[config.mk]
export PLATFORM = sky130hd
export DESIGN_NAME = sc_spi_target
export DESIGN_NICKNAME = d
export VERILOG_FILES = /design/src/rtl/sc_spi_pkg.sv /design/src/rtl/sc_spi_sync.sv /design/src/rtl/sc_spi_target.sv
export SDC_FILE = /design/constraint.sdc
export NUM_CORES = 1
export LEC_CHECK = 0
export ABC_CLOCK_PERIOD_IN_PS = 4000
export BUFFER_PORTS_ARGS = -buffer_cell sky130_fd_sc_hd__buf_2
export CAP_MARGIN = 5
export CORE_ASPECT_RATIO = 1.4
export CORE_MARGIN = 2
export CORE_UTILIZATION = 25
export DETAILED_ROUTE_END_ITERATION = 10
export PLACE_DENSITY = 0.5
export SLEW_MARGIN = 40
export SYNTH_ARGS = -nofsm -noshare
export SYNTH_HDL_FRONTEND = slang
export SYNTH_SLANG_ARGS = --single-unit
export TNS_END_PERCENT = 5
[constraint.sdc]
create_clock -name SYSCLK -period 4 [get_ports SYSCLK]
set_input_delay 1.2 -clock SYSCLK [delete_from_list [all_inputs] [get_ports SYSCLK]]
set_output_delay 1.2 -clock SYSCLK [all_outputs]
set_load 0.01 [all_outputs]
[src/rtl/sc_spi_pkg.sv]
// Shared types and constants for the SPI target engine: FSM states, SPI mode
// encodings ({CPOL,CPHA}) and bit-order selection.
package sc_spi_pkg;

    typedef enum logic {
        ST_IDLE  = 1'b0,
        ST_SHIFT = 1'b1
    } spi_state_t;

    localparam logic [1:0] MODE0 = 2'b00;
    localparam logic [1:0] MODE1 = 2'b01;
    localparam logic [1:0] MODE2 = 2'b10;
    localparam logic [1:0] MODE3 = 2'b11;

    localparam logic BORDER_MSB = 1'b0;
    localparam logic BORDER_LSB = 1'b1;

    // Mask covering bits [dwidth:0] of a right-aligned word.
    function automatic logic [31:0] word_mask(input logic [4:0] dwidth);
        return 32'hFFFF_FFFF >> (5'd31 - dwidth);
    endfunction

endpackage

[src/rtl/sc_spi_sync.sv]
// Multi-stage synchronizer for one asynchronous pin, with rise/fall detection
// on the synchronized value.
module sc_spi_sync #(
    parameter int unsigned SYNC_STAGES = 2,
    parameter logic        RST_VAL     = 1'b0
) (
    input  logic clk,
    input  logic rst_n,
    input  logic d,
    output logic q,
    output logic rise,
    output logic fall
);

    logic [SYNC_STAGES-1:0] chain;
    logic                   q_d;

    always_ff @(posedge clk or negedge rst_n) begin
        if (!rst_n) begin
            chain <= {SYNC_STAGES{RST_VAL}};
            q_d   <= RST_VAL;
        end else begin
            chain <= {chain[SYNC_STAGES-2:0], d};
            q_d   <= chain[SYNC_STAGES-1];
        end
    end

    assign q    = chain[SYNC_STAGES-1];
    assign rise = q & ~q_d;
    assign fall = ~q & q_d;

endmodule

[src/rtl/sc_spi_target.sv]
// SPI target engine, oversampled in the SYSCLK domain.
// Optional macro SC_SPI_TARGET_WORDCNT_EN adds the WORDCNT per-frame word counter.
module sc_spi_target
    import sc_spi_pkg::*;
#(
    parameter int unsigned SYNC_STAGES = 2
) (
    input  logic        SYSCLK,
    input  logic        SYSRSTB,
    input  logic        ENABLE,
    input  logic        CPOL,
    input  logic        CPHA,
    input  logic        BORDER,
    input  logic [4:0]  DWIDTH,
    input  logic [31:0] TXDATA,
    input  logic        TXVALID,
    output logic        TXREADY,
    output logic        TXUNDERRUN,
    output logic [31:0] RXDATA,
    output logic        RXVALID,
    output logic        SPIBUSY,
    input  logic        CSB,
    input  logic        SCLK,
    input  logic        MOSI,
    output logic        MISO,
`ifdef SC_SPI_TARGET_WORDCNT_EN
    output logic        MISO_OE,
    output logic [15:0] WORDCNT
`else
    output logic        MISO_OE
`endif
);

    spi_state_t  state, state_nxt;
    logic        sclk_s, sclk_rise, sclk_fall;
    logic        csb_s, csb_rise, csb_fall;
    logic        mosi_s, mosi_rise_unused, mosi_fall_unused;
    logic        unused_edges;

    logic        cpol_l, cpha_l, border_l;
    logic [4:0]  dwidth_l;
    logic [31:0] hold_data, tx_sr, rx_sr, rx_next, tx_shifted;
    logic        hold_full, tx_bit, tx_write;
    logic [4:0]  bit_cnt;
    logic        first_pending, word_done;
    logic        lead, trail, start, leave, sample_ev, drive_ev, load_word;

    sc_spi_sync #(.SYNC_STAGES(SYNC_STAGES), .RST_VAL(1'b0)) u_sync_sclk (
        .clk(SYSCLK), .rst_n(SYSRSTB), .d(SCLK), .q(sclk_s), .rise(sclk_rise), .fall(sclk_fall)
    );
    sc_spi_sync #(.SYNC_STAGES(SYNC_STAGES), .RST_VAL(1'b1)) u_sync_csb (
        .clk(SYSCLK), .rst_n(SYSRSTB), .d(CSB), .q(csb_s), .rise(csb_rise), .fall(csb_fall)
    );
    sc_spi_sync #(.SYNC_STAGES(SYNC_STAGES), .RST_VAL(1'b0)) u_sync_mosi (
        .clk(SYSCLK), .rst_n(SYSRSTB), .d(MOSI), .q(mosi_s), .rise(mosi_rise_unused), .fall(mosi_fall_unused)
    );
    assign unused_edges = ^{sclk_s, csb_fall, mosi_rise_unused, mosi_fall_unused};

    assign lead  = cpol_l ? sclk_fall : sclk_rise;
    assign trail = cpol_l ? sclk_rise : sclk_fall;

    always_ff @(posedge SYSCLK or negedge SYSRSTB) begin
        if (!SYSRSTB) state <= ST_IDLE;
        else          state <= state_nxt;
    end

    always_comb begin
        state_nxt = state;
        start     = 1'b0;
        leave     = 1'b0;
        sample_ev = 1'b0;
        drive_ev  = 1'b0;
        case (state)
            ST_IDLE: begin
                if (ENABLE && !csb_s) begin
                    start     = 1'b1;
                    state_nxt = ST_SHIFT;
                end
            end
            ST_SHIFT: begin
                if (csb_rise) begin
                    leave     = 1'b1;
                    state_nxt = ST_IDLE;
                end else begin
                    sample_ev = cpha_l ? trail : lead;
                    drive_ev  = cpha_l ? lead  : trail;
                end
            end
            default: state_nxt = ST_IDLE;
        endcase
    end

    assign SPIBUSY   = (state == ST_SHIFT);
    assign MISO_OE   = SPIBUSY;
    assign TXREADY   = ~hold_full;
    assign tx_write  = TXVALID & ~hold_full;
    assign load_word = start | (sample_ev & (bit_cnt == dwidth_l));

    always_comb begin
        rx_next    = '0;
        tx_bit     = 1'b0;
        tx_shifted = '0;
        if (border_l == BORDER_MSB) begin
            rx_next    = {rx_sr[30:0], mosi_s};
            tx_bit     = tx_sr[dwidth_l];
            tx_shifted = tx_sr << 1;
        end else begin
            rx_next           = rx_sr >> 1;
            rx_next[dwidth_l] = mosi_s;
            tx_bit            = tx_sr[0];
            tx_shifted        = tx_sr >> 1;
        end
    end

    always_ff @(posedge SYSCLK or negedge SYSRSTB) begin
        if (!SYSRSTB) begin
            cpol_l        <= 1'b0;
            cpha_l        <= 1'b0;
            border_l      <= BORDER_MSB;
            dwidth_l      <= '0;
            hold_data     <= '0;
            hold_full     <= 1'b0;
            tx_sr         <= '0;
            rx_sr         <= '0;
            bit_cnt       <= '0;
            first_pending <= 1'b0;
            word_done     <= 1'b0;
            MISO          <= 1'b0;
            TXUNDERRUN    <= 1'b0;
            RXDATA        <= '0;
            RXVALID       <= 1'b0;
        end else begin
            TXUNDERRUN    <= 1'b0;
            RXVALID       <= word_done;
            word_done     <= 1'b0;
            first_pending <= 1'b0;
            if (word_done)
                RXDATA <= rx_sr & word_mask(dwidth_l);
            if (start) begin
                cpol_l        <= CPOL;
                cpha_l        <= CPHA;
                border_l      <= BORDER;
                dwidth_l      <= DWIDTH;
                bit_cnt       <= '0;
                first_pending <= ~CPHA;
            end
            if (sample_ev) begin
                rx_sr <= rx_next;
                if (bit_cnt == dwidth_l) begin
                    bit_cnt   <= '0;
                    word_done <= 1'b1;
                end else begin
                    bit_cnt <= bit_cnt + 5'd1;
                end
            end
            // With CPHA=0 no SCLK edge precedes bit 0, so it is presented the cycle after the load.
            if (drive_ev || (first_pending && state == ST_SHIFT)) begin
                MISO  <= tx_bit;
                tx_sr <= tx_shifted;
            end
            if (leave)
                MISO <= 1'b0;
            if (load_word) begin
                tx_sr      <= hold_full ? hold_data : '0;
                TXUNDERRUN <= ~hold_full;
            end
            if (tx_write) begin
                hold_data <= TXDATA;
                hold_full <= 1'b1;
            end else if (load_word) begin
                hold_full <= 1'b0;
            end
        end
    end

`ifdef SC_SPI_TARGET_WORDCNT_EN
    always_ff @(posedge SYSCLK or negedge SYSRSTB) begin
        if (!SYSRSTB)
            WORDCNT <= '0;
        else if (start)
            WORDCNT <= '0;
        else if (word_done && WORDCNT != 16'hFFFF)
            WORDCNT <= WORDCNT + 16'd1;
    end
`endif

endmodule

Word level (Yosys, flattened, before mapping)
Index checks and enable logic that the tools add are counted.
{"block": "classes", "shift": 1, "n_mux": 36, "n_eq_ne": 1, "order_cmp": 2, "n_addsub": 2, "bitwise": 13, "n_reduce_logical": 9}
{"operator": "$mux W32", "n": 5}
{"operator": "$and A32 B32 Y32", "n": 1}
{"operator": "$bwmux W32", "n": 1}
{"operator": "$shr A32 B5 Y32 const A", "n": 1}
{"operator": "$mux W1", "n": 24}
{"operator": "$mux W5", "n": 3}
{"operator": "$reduce_bool A2 Y1", "n": 4}
{"operator": "$lt A5 B6 Y1 const B", "n": 1}
{"operator": "$not A1 Y1", "n": 6}
{"operator": "$add A5 B1 Y5 const B", "n": 1}
{"operator": "$and A1 B1 Y1", "n": 5}
{"operator": "$bmux W1 S5", "n": 1}
{"operator": "$demux W1 S5", "n": 1}
{"operator": "$eq A5 B5 Y1", "n": 1}
{"operator": "$ge A5 B1 Y1 const B", "n": 1}
{"operator": "$sub A5 B5 Y5 const A", "n": 1}
{"operator": "$logic_and A1 B1 Y1", "n": 3}
{"operator": "$pmux W1 S2", "n": 1}
{"operator": "$logic_not A1 Y1", "n": 1}
{"operator": "$logic_or A1 B1 Y1", "n": 1}
{"operator": "$or A1 B1 Y1", "n": 1}
{"block": "totals", "elab_cells": 85, "in_bits": 47, "ff_bits": 156, "output_inout_bits": 38}

Depth between registers and ports, before layout
Gate-level depths: netlist (run 1).
{"block": "depth", "word_depth": 10, "ltp_mapped": 9, "depth_no_buf": 6}

Modules after synthesis
A second synthesis (run 1) with hierarchy kept.
{"block": "unflattened", "cells_unflattened": 811, "hier_area_um2": 7872.6}
{"mod": "sc_spi_target", "area_per_inst_um2": 7598.5, "cells_per_inst": 796, "instances": 1, "seq_area_each_um2": 3703.6}
{"mod": "sc_spi_sync at u_sync_mosi ...", "area_per_inst_um2": 90.1, "cells_per_inst": 5, "instances": 2, "seq_area_each_um2": 75.1}
{"mod": "sc_spi_sync at u_sync_csb", "area_per_inst_um2": 93.8, "cells_per_inst": 5, "instances": 1, "seq_area_each_um2": 78.8}

Least setup slack after synthesis (run 1)
OpenSTA, ideal clock, no wires.
{"block": "synth_timing", "kind": "input port to flip-flop", "start": "input port TXVALID", "end": "register hold_data[10]", "n_path_buf": 2, "setup_slack_ps": 1649, "arrival_time_ps": 2226, "stages": 4, "required_time_ps": 3875, "setup_time_ps": 125, "cell_sequence": "nor2b_1 clkbuf_1 clkbuf_1 mux2_2"}
{"block": "synth_via", "elab_chain_len": 1}
{"element": "from (decl)", "line": "sc_spi_target.sv:16", "rtl": "input logic TXVALID,"}
{"element": "$and A1 B1 Y1", "line": "sc_spi_target.sv:96", "rtl": "assign tx_write = TXVALID & ~hold_full;"}
{"element": "to (signal assigned)", "line": "sc_spi_target.sv:121", "rtl": "hold_data <= '0;"}
{"element": "to (signal assigned)", "line": "sc_spi_target.sv:168", "rtl": "hold_data <= TXDATA;"}
{"element": "to (decl)", "line": "sc_spi_target.sv:42", "rtl": "logic [31:0] hold_data, tx_sr, rx_sr, rx_next, tx_shifted;"}
Every way passes these cells.
A chain may end at the register's enable or synchronous reset.

Worst setup path in the final report (run 1)
{"block": "layout_timing", "start": "register state, in the netlist MISO_OE", "end": "output port MISO_OE"}
{"element": "from (decl)", "line": "sc_spi_target.sv:34", "rtl": "spi_state_t state, state_nxt;"}
{"element": "from (signal assigned)", "line": "sc_spi_target.sv:64", "rtl": "else state <= state_nxt;"}
{"element": "to (decl)", "line": "sc_spi_target.sv:30", "rtl": "output logic MISO_OE"}
No word-level cell between the ends.

==> flow_summary.toml, run 1 <==
[run_status]
outcome = "complete, no violations"

[synthesis]
synth_top_cells_by_count = "153 x dfrtp_1, 134 x nand2_1, 79 x mux2i_1"
syn_inst = 791
synth-edff-count = 0
seq_area_frac_synth_pct = 49.0
synth_most_common_cell = "dfrtp_1"
ys_ff_latch = 156
yosysWarnings = 0
synth.distinct_cells = 52
yosys.area.top_type = "dfrtp_1"
synth_area_sq_um = 7970
synthTopCellsByArea = "dfrtp_1 48%, mux2i_1 9.9%, nand2_1 6.3%"
syn-mean-instance-area_sq_um = 10.1
syn-num-nets = 839
async_flop_share_pct = 100
synth_top_cell_area_share_pct = 48.1
yosys_most_used_dff = "dfrtp_1"

[floorplanning]
core-area_sq_um = 31500
rows = 77
die_h_microns = 215
dieArea_sq_um = 33300
start_util_pct = 25.3
io_pins = 85
die_width_microns = 155

[finish]
design_area_sq_um = 9360
fin_nets = 893
drive_gt1_share_pct = 22.1
area_delta_synth_final_pct = 17.5
fillers = 3318
antenna_cells = 0

[min_path]
min-delay-path-class = "register to register"

[route]
dr.pass1.iters = 4
num_vias = 6047
wirelength_mm = 21.0
drcViolationCount = 0
viasPerCell = 4.83
wl_per_cell_microns = 16.8
initialDrtViolationCount = 246
ant_nets = 0

[cts]
insertion_delay_ns = 0.43
ctsHoldBuffers = 0
cts_tree = "done"
cts_buffers = 17
cts-root-buf = "clkbuf_16"
cts_resized = 0
ctsLongestPathBuffers = 2
post_cts_buffers = 0
clk_pin_slew_ns = 0.06
htreeDepth = 4
clock-sinks = 156

[power]
power.leakage_uw = 0.00427
power_density_nw_per_um2 = 699
internal-power_uw = 4180
p_total_uw = 6540
power.share.switching_pct = 36.2
p_comb_share_pct = 32.5
p_switching_uw = 2370
seqPwrFrac_pct = 41.6
clkPwrFrac_pct = 25.9
ir_drop_mv = 0.322

[sta]
slew_headroom_pct = 46.7
setup_viol = 0
post-route-period-util_pct = 63.0
finalMaxSlewViolations = 0
worst_pin_slew_ns = 0.798
setup-tns-final_ns = 0
fin_skew_ns = 0.0101
fmax_mhz = 397
hold_viol_final = 0
min_period_ns = 2.52
rsz0062_at_grt = "false"

[worst_setup_path]
r2r_end = "tx_sr[1]$_DFFE_PN0P_"
path_buf_inv = 2
critical_path_arrival_ns = 1.32
crit_path_max_fanout = 39
crit_path_end = "MISO_OE"
required_ns = 2.80
critPathKind = "register to output port"
cp_num_cells = 2
worstSetupStartpoint = "MISO_OE$_DFF_PN0_"
reg2reg_depth = 8
critPathMaxStageDelay_ns = 0.36
path_delay_family = "buffers and inverters"
rr_startpoint = "cpol_l$_DFFE_PN0N_"
reg2reg_slack_ns = 1.75
start_kind = "register"
cp-end-kind = "output port"
slowest_stage = "buf_4"
path_cells = "buf_4, buf_2"

[global_routing]
grt_usage_pct = 12.9
gr-total-overflow = 0
grt_pass1_wl_mm = 34.0
grt_pass1_vias = 6106
grt_max_degree = 81
antenna_found_initial = 0

[flow_run]
maxCapViolations = 0

[place]
portBuffers = 84
place_area_sq_um = 8740
dp_hpwl_mm = 14.2
gp_congestion = 0.782
==> routing by layer <==
metal / global-route usage, % / wire (microns)
met1: 15.8 / 9140
met3: 2.24 / 537
met2: 22.8 / 11000
met4: 4.20 / 333
met5: 0 / 0
==> cell families after synthesis <==
family	after synthesis	share of synthesized area [%]
flops	156	49.0
mux	123	16.6
buf+inv	87	4.87
xor+xnor	7	0.864
compound gates	202	16.1
simple gates	215	12.4
fa+ha+maj	1	0.157
==> power groups by stage <==
stage	logic (uW)	registers (uW)	clock network (uW)
after floorplan	1670	2560	0
after global placement	2120	2740	0
after detailed placement	2160	2750	0
after CTS	2160	2720	1740
after global routing	2420	2810	1810
final	2130	2720	1690
==> registers in the layout, indices dropped and copies added (netlist names) <==
name	count
RXDATA	32
hold_data	32
rx_sr	32
tx_sr	32
bit_cnt	5
dwidth_l	5
u_sync_csb.chain	2
u_sync_mosi.chain	2
u_sync_sclk.chain	2
MISO	1
MISO_OE	1
RXVALID	1
TXUNDERRUN	1
border_l	1
cpha_l	1
cpol_l	1
first_pending	1
hold_full	1
u_sync_csb.q_d	1
u_sync_sclk.q_d	1
word_done	1
==> per-stage QoR <==
stage | worst slack, ns | instances | hold WS (ns) | util (%)
after floorplan | 1.65 | 791 | 0.331 | -
after global placement | 1.61 | 1221 | 0.334 | 27.8
after detailed placement | 1.57 | 1221 | 0.336 | 27.8
after CTS | 1.43 | 1253 | 0.350 | 29.7
after global routing | 1.40 | 1253 | 0.358 | 29.7
final | 1.48 | 1253 | 0.350 | 29.7
==> worst register-to-register path: stages (launching register included) <==
cell and delay, ns:
dfrtp_1 0.41, xnor2_2 0.21, mux2i_1 0.13, nand3_2 0.09, buf_4 0.52, nor2_8 0.12
nor2_4 0.16, buf_4 0.29, mux2i_1 0.24
==> cell usage in the layout (no fill, tap or decap), types with 18 or more instances in the layout <==
master	count
buf_2	83
buf_4	18
dfrtp_1	152
mux2_2	41
mux2i_1	79
nand2_1	134
nand3_1	20
o21ai_0	66
o21ai_1	25
o22ai_1	32
==> final cells by class <==
type,count,area (sq um),share of cell area [%]
Timing Repair Buffer,104,593,6.34
Inverter,18,67.6,0.722
Tap cell,395,494,5.28
Clock inverter,11,160,1.71
Sequential cell,156,3910,41.8
Clock buffer,21,450,4.81
Multi-Input combinational cell,548,3680,39.4
==> worst min-delay path by stage <==
stage | startpoint | to | slack, ns | cells past startpoint
finish | u_sync_mosi.chain[0]$_DFF_PN0_ | u_sync_mosi.chain[1]$_DFF_PN0_ | 0.35 | 0
CTS | u_sync_mosi.chain[0]$_DFF_PN0_ | u_sync_mosi.chain[1]$_DFF_PN0_ | 0.35 | 0
floorplan | u_sync_mosi.chain[0]$_DFF_PN0_ | u_sync_mosi.chain[1]$_DFF_PN0_ | 0.33 | 0
global placement | u_sync_mosi.chain[0]$_DFF_PN0_ | u_sync_mosi.chain[1]$_DFF_PN0_ | 0.33 | 0
detailed placement | u_sync_mosi.chain[0]$_DFF_PN0_ | u_sync_mosi.chain[1]$_DFF_PN0_ | 0.34 | 0
global route | u_sync_mosi.chain[0]$_DFF_PN0_ | u_sync_mosi.chain[1]$_DFF_PN0_ | 0.36 | 0
Power figures use the tool's default switching activity.
==> run 2, diff against run 1 <==
- ABC_CLOCK_PERIOD_IN_PS: 4000 -> 2600
- clock period: 4 -> 2.6 ns (I/O delays scaled with it)
==> run 2 against run 1 <==
Compared with the run above: routed wire length fell by 2.1%; non-clock buffer count rose by 4; sequential share of layout area fell by 0.23 points; clock power rose by 50%; critical path type is now register to register; largest power group unchanged.
==> flow_summary.toml, run 2 (synthesis gave the netlist of run 1 again) <==
[route]
dr.pass1.iters = 4
viasPerCell = 4.78
wirelength_mm = 20.6
ant_nets = 0
drcViolationCount = 0
initialDrtViolationCount = 338
num_vias = 6006
wl_per_cell_microns = 16.4

[finish]
multi_input_area_sq_um = 3680
antenna_cells = 0
layout_common_cells = "152 x dfrtp_1, 134 x nand2_1, 83 x buf_2, 79 x mux2i_1, 66 x o21ai_0"
drive_gt1_share_pct = 22.9
fin_nets = 897
fillers = 3315
final_core_util_pct = 29.9
final_common_cell = "dfrtp_1"
seq_area_sq_um = 3910
area_delta_synth_final_pct = 18.1

[cts]
cts_tree = "done"
cts_resized = 0
ctsHoldBuffers = 0
clock-sinks = 156
insertion_delay_ns = 0.43
cts-root-buf = "clkbuf_16"
post_cts_buffers = 0
ctsLongestPathBuffers = 2
clk_pin_slew_ns = 0.06
cts_buffers = 17
htreeDepth = 4

[sta]
setup-tns-final_ns = 0
timing.hold.ws_ns = 0.156
finalMaxSlewViolations = 0
slew_headroom_pct = 51.1
hold_viol_final = 0
worst_pin_slew_ns = 0.732
setup_viol = 0
fin_skew_ns = 0.0110
fmax_mhz = 480
min_period_ns = 2.08
post-route-period-util_pct = 80.1
rsz0062_at_grt = "false"

[worst_setup_path]
start_kind = "register"
cp-end-kind = "register"
crit_path_max_fanout = 24
critical_path_arrival_ns = 2.38
required_ns = 2.90
critPathKind = "register to register"

[power]
p_comb_share_pct = 33.2
power.share.switching_pct = 37.2
ir_drop_mv = 0.519
power.leakage_uw = 0.00430
power_density_nw_per_um2 = 1060
clkPwrFrac_pct = 25.4
p_switching_uw = 3720
p_total_uw = 9980
internal-power_uw = 6270
seqPwrFrac_pct = 41.4

[place]
portBuffers = 84
gp_congestion = 0.770
dp_hpwl_mm = 14.0

[floorplanning]
rows = 77
dieArea_sq_um = 33300
core-area_sq_um = 31500
io_pins = 85
die_width_microns = 155
die_h_microns = 215
start_util_pct = 25.3

[global_routing]
antenna_found_initial = 0
grt_pass1_vias = 5949
grt_usage_pct = 12.8
gr-total-overflow = 0
grt_pass1_wl_mm = 33.7
grt_max_degree = 82

[flow_run]
maxCapViolations = 0

[min_path]
min-delay-path-class = "input pin to async pin"

[run_status]
outcome = "complete, no violations"
==> run 2: cell types whose count changed in the layout (fill, tap and decap cells not counted), sizes merged <==
cell / delta
bufinv: -2
clkinv: -5
clkinvlp: +2
inv: +9
clkbuf: -4
buf: +4
==> run 2: critical path, stage by stage (launching register included) <==
cell and delay (ns):
dfrtp_1 0.35, buf_4 0.33, nor2b_1 0.09, a2111oi_0 0.47, o22ai_1 0.16, nor4_1 0.41, o41ai_1 0.13
==> run 2: layer usage <==
metal / share of wire, % / track usage [%] / up-vias
met3: 2.4 / 2.10 / 15
met1: 43 / 16.0 / 2934
met2: 53 / 22.5 / 81
met5: 0 / 0 / -
li1: - / - / 2976
met4: 1.1 / 3.52 / 0
==> run 2: per-stage QoR <==
| stage | setup WS, ns | instances | area (sq um) |
|---|---|---|---|
| global placement | 0.115 | 1223 | 8770 |
| floorplan | 0.669 | 791 | 7970 |
| finish | 0.516 | 1257 | 9410 |
| detailed placement | 0.410 | 1225 | 8810 |
| CTS | 0.402 | 1257 | 9410 |
| global route | 0.240 | 1257 | 9410 |
==> run 2: worst paths after layout <==
path | from | to | slack (ns) | cells after the start
min in group SYSCLK | u_sync_mosi.chain[0]$_DFF_PN0_ | u_sync_mosi.chain[1]$_DFF_PN0_ | 0.35 | 0
worst max-delay path | dwidth_l[0]$_DFFE_PN0N_ | MISO$_DFFE_PN0P_ | 0.52 | 6
max in group asynchronous | SYSRSTB | RXDATA[6]$_DFFE_PN0P_ | 1.77 | 2
worst max register to register | dwidth_l[0]$_DFFE_PN0N_ | MISO$_DFFE_PN0P_ | 0.52 | 6
worst min-delay path | SYSRSTB | u_sync_sclk.chain[0]$_DFF_PN0_ | 0.16 | 1
worst min register to register | u_sync_mosi.chain[0]$_DFF_PN0_ | u_sync_mosi.chain[1]$_DFF_PN0_ | 0.35 | 0
==> run 2: power by group through the flow <==
stage	combinational, uW	sequential (uW)	clock [uW]
finish	3310	4140	2540
global route	3760	4300	2740
CTS	3390	4150	2620
detailed placement	3380	4200	0
global placement	3320	4170	0
floorplan	2570	3940	0
==> run 2: area by class of cell <==
type	instances	share of cell area, %
clock inverters	15	1.81
flip-flops and latches	156	41.5
repair buffers	108	7.01
inverters	18	0.718
clock buffers	17	4.52
well taps	395	5.25
multi-input cells	548	39.2
==> run 3, diff against run 2 <==
- ABC_CLOCK_PERIOD_IN_PS: 2600 -> 1800
- PLACE_DENSITY: 0.5 -> 0.51
- clock period: 2.6 -> 1.8 ns (I/O delays scaled with it)
==> run 3 against run 2 <==
Compared with the run above: the flow now finishes with violations (setup timing); global-route usage up 0.32 points; core utilization up 1.8 points; setup slack worse by 0.54 ns; clock-buffer cell count up 1; critical path depth unchanged; highest routed layer unchanged.
==> flow_summary.toml, run 3 (synthesis gave the netlist of run 1 again) <==
[worst_setup_path]
critical_path_arrival_ns = 2.20
reg2reg_depth = 6
crit_path_max_fanout = 64
r2r_end = "rx_sr[22]$_DFFE_PN0P_"
path_delay_family = "flip-flops"
slowest_stage = "dfrtp_1"
crit_path_end = "rx_sr[22]$_DFFE_PN0P_"
start_kind = "register"
worstSetupStartpoint = "cpol_l$_DFFE_PN0N_"
path_buf_inv = 1
required_ns = 2.18
reg2reg_slack_ns = -0.02
rr_startpoint = "cpol_l$_DFFE_PN0N_"
path_cells = "xnor2_2, mux2i_1, nand3_2, buf_12, a311oi_2, a21o_1"
cp_num_cells = 6
critPathKind = "register to register"
cp-end-kind = "register"
critPathMaxStageDelay_ns = 0.41

[cts]
htreeDepth = 4
cts-root-buf = "clkbuf_16"
insertion_delay_ns = 0.44
cts_tree = "done"
ctsLongestPathBuffers = 2
clock-sinks = 156
cts_buffers = 17
clk_pin_slew_ns = 0.07
ctsHoldBuffers = 0

[sta]
timing.final.ws_setup_ns = -0.0235
timing.hold.ws_ns = 0.0253
fmax_mhz = 548
post-route-period-util_pct = 101
slew_headroom_pct = 58.0
finalMaxSlewViolations = 0
hold_viol_final = 0
fin_skew_ns = 0.00995
min_period_ns = 1.82
setup_viol = 6
rsz0062_at_grt = "true"
worst_pin_slew_ns = 0.630

[floorplanning]
die_width_microns = 155
start_util_pct = 25.3
io_pins = 85
die_h_microns = 215
dieArea_sq_um = 33300
rows = 77
core-area_sq_um = 31500

[finish]
design_area_sq_um = 9980
area_delta_synth_final_pct = 25.3
fin_nets = 946
drive_gt1_share_pct = 29.0
layout_common_cells = "149 x dfrtp_1, 133 x nand2_1, 83 x buf_2, 78 x mux2i_1, 63 x o21ai_0"
antenna_cells = 0
final_common_cell = "dfrtp_1"

[global_routing]
antenna_found_initial = 0
grt_pass1_wl_mm = 34.3
grt_max_degree = 65
gr-total-overflow = 0
grt_usage_pct = 13.1
grt_pass1_vias = 6281

[power]
power_density_nw_per_um2 = 1500
ir_drop_mv = 0.925
power.leakage_uw = 0.00460

[route]
viasPerCell = 4.78
wl_per_cell_microns = 16.3
dr.pass1.iters = 4
ant_nets = 0
drcViolationCount = 0
wirelength_mm = 21.3
num_vias = 6242
initialDrtViolationCount = 344

[min_path]
min-delay-path-class = "input pin to async pin"

[place]
portBuffers = 84
dp_hpwl_mm = 15.4
place_area_sq_um = 9210
pre_cts_ws_ns = -0.0567
gp_congestion = 0.819

[run_status]
outcome = "finished, violations left"
violations = "setup timing"

[flow_run]
maxCapViolations = 0
run 3: cell types whose count changed in the layout (fill, tap and decap cells not counted), sizes merged:
cell | previous run | this run
buf | 108 | 155
clkbuf | 17 | 20
clkinv | 3 | 5
clkinvlp | 2 | 0
inv | 27 | 26
run 3: layer usage:
layer | GRT usage, % | share of wire, %
met5 | 0 | 0
met1 | 15.2 | 41
met4 | 4.38 | 1.7
met3 | 2.38 | 3.1
met2 | 23.9 | 54
run 3: worst min path at each step:
| stage | end | slack, ns | cells past startpoint |
|---|---|---|---|
| final | u_sync_sclk.chain[0]$_DFF_PN0_ | 0.03 | 1 |
| after global routing | u_sync_sclk.chain[0]$_DFF_PN0_ | 0.04 | 1 |
| after CTS | tx_sr[30]$_DFFE_PN0P_ | 0.03 | 1 |
| after detailed placement | u_sync_mosi.chain[1]$_DFF_PN0_ | 0.34 | 0 |
| after global placement | u_sync_mosi.chain[1]$_DFF_PN0_ | 0.33 | 0 |
| after floorplan | MISO$_DFFE_PN0P_ | 0.24 | 0 |
run 3: final cells by class:
class | count | area, sq um
clock buffers | 18 | 439
clock inverters | 14 | 148
inverters | 18 | 67.6
multi-input cells | 548 | 3760
fillers | 3225 | 21500
well taps | 395 | 494
flip-flops and latches | 156 | 3910
repair buffers | 157 | 1160
run 3: where the power goes:
group | switching [uW] | total (uW) | leakage [uW] | internal [uW]
clock | 1670 | 3670 | 0.000293 | 2000
sequential | 1240 | 6070 | 0.00193 | 4830
combinational | 2650 | 5270 | 0.00237 | 2630
total | 5550 | 15000 | 0.00460 | 9460
run 3: through the flow:
step	util [%]	TNS (ns)	std cells	total power, uW
2_1_floorplan	-	0	791	9410
3_3_place_gp	29.2	0	1268	11200
5_1_grt	31.7	-4.94	1306	16100
4_1_cts	31.2	-0.0651	1300	15100
6_report	31.7	-0.0727	1306	15000
3_5_place_dp	29.2	-0.185	1268	11300
run 3: worst reg2reg max path: stages, from the launching register on:
cell and delay [ns]:
dfrtp_1 0.41, xnor2_2 0.24, mux2i_1 0.29, nand3_2 0.20
buf_12 0.24, a311oi_2 0.28, a21o_1 0.11
run 3: what timing repair did:
item / 4_1_cts / 5_1_grt
buffers inserted: 0 / 4
pin swaps: 5 / 2
gates cloned: 0 / 2
endpoints found under the setup margin: 35 / 70
gates resized for setup: 8 / 25
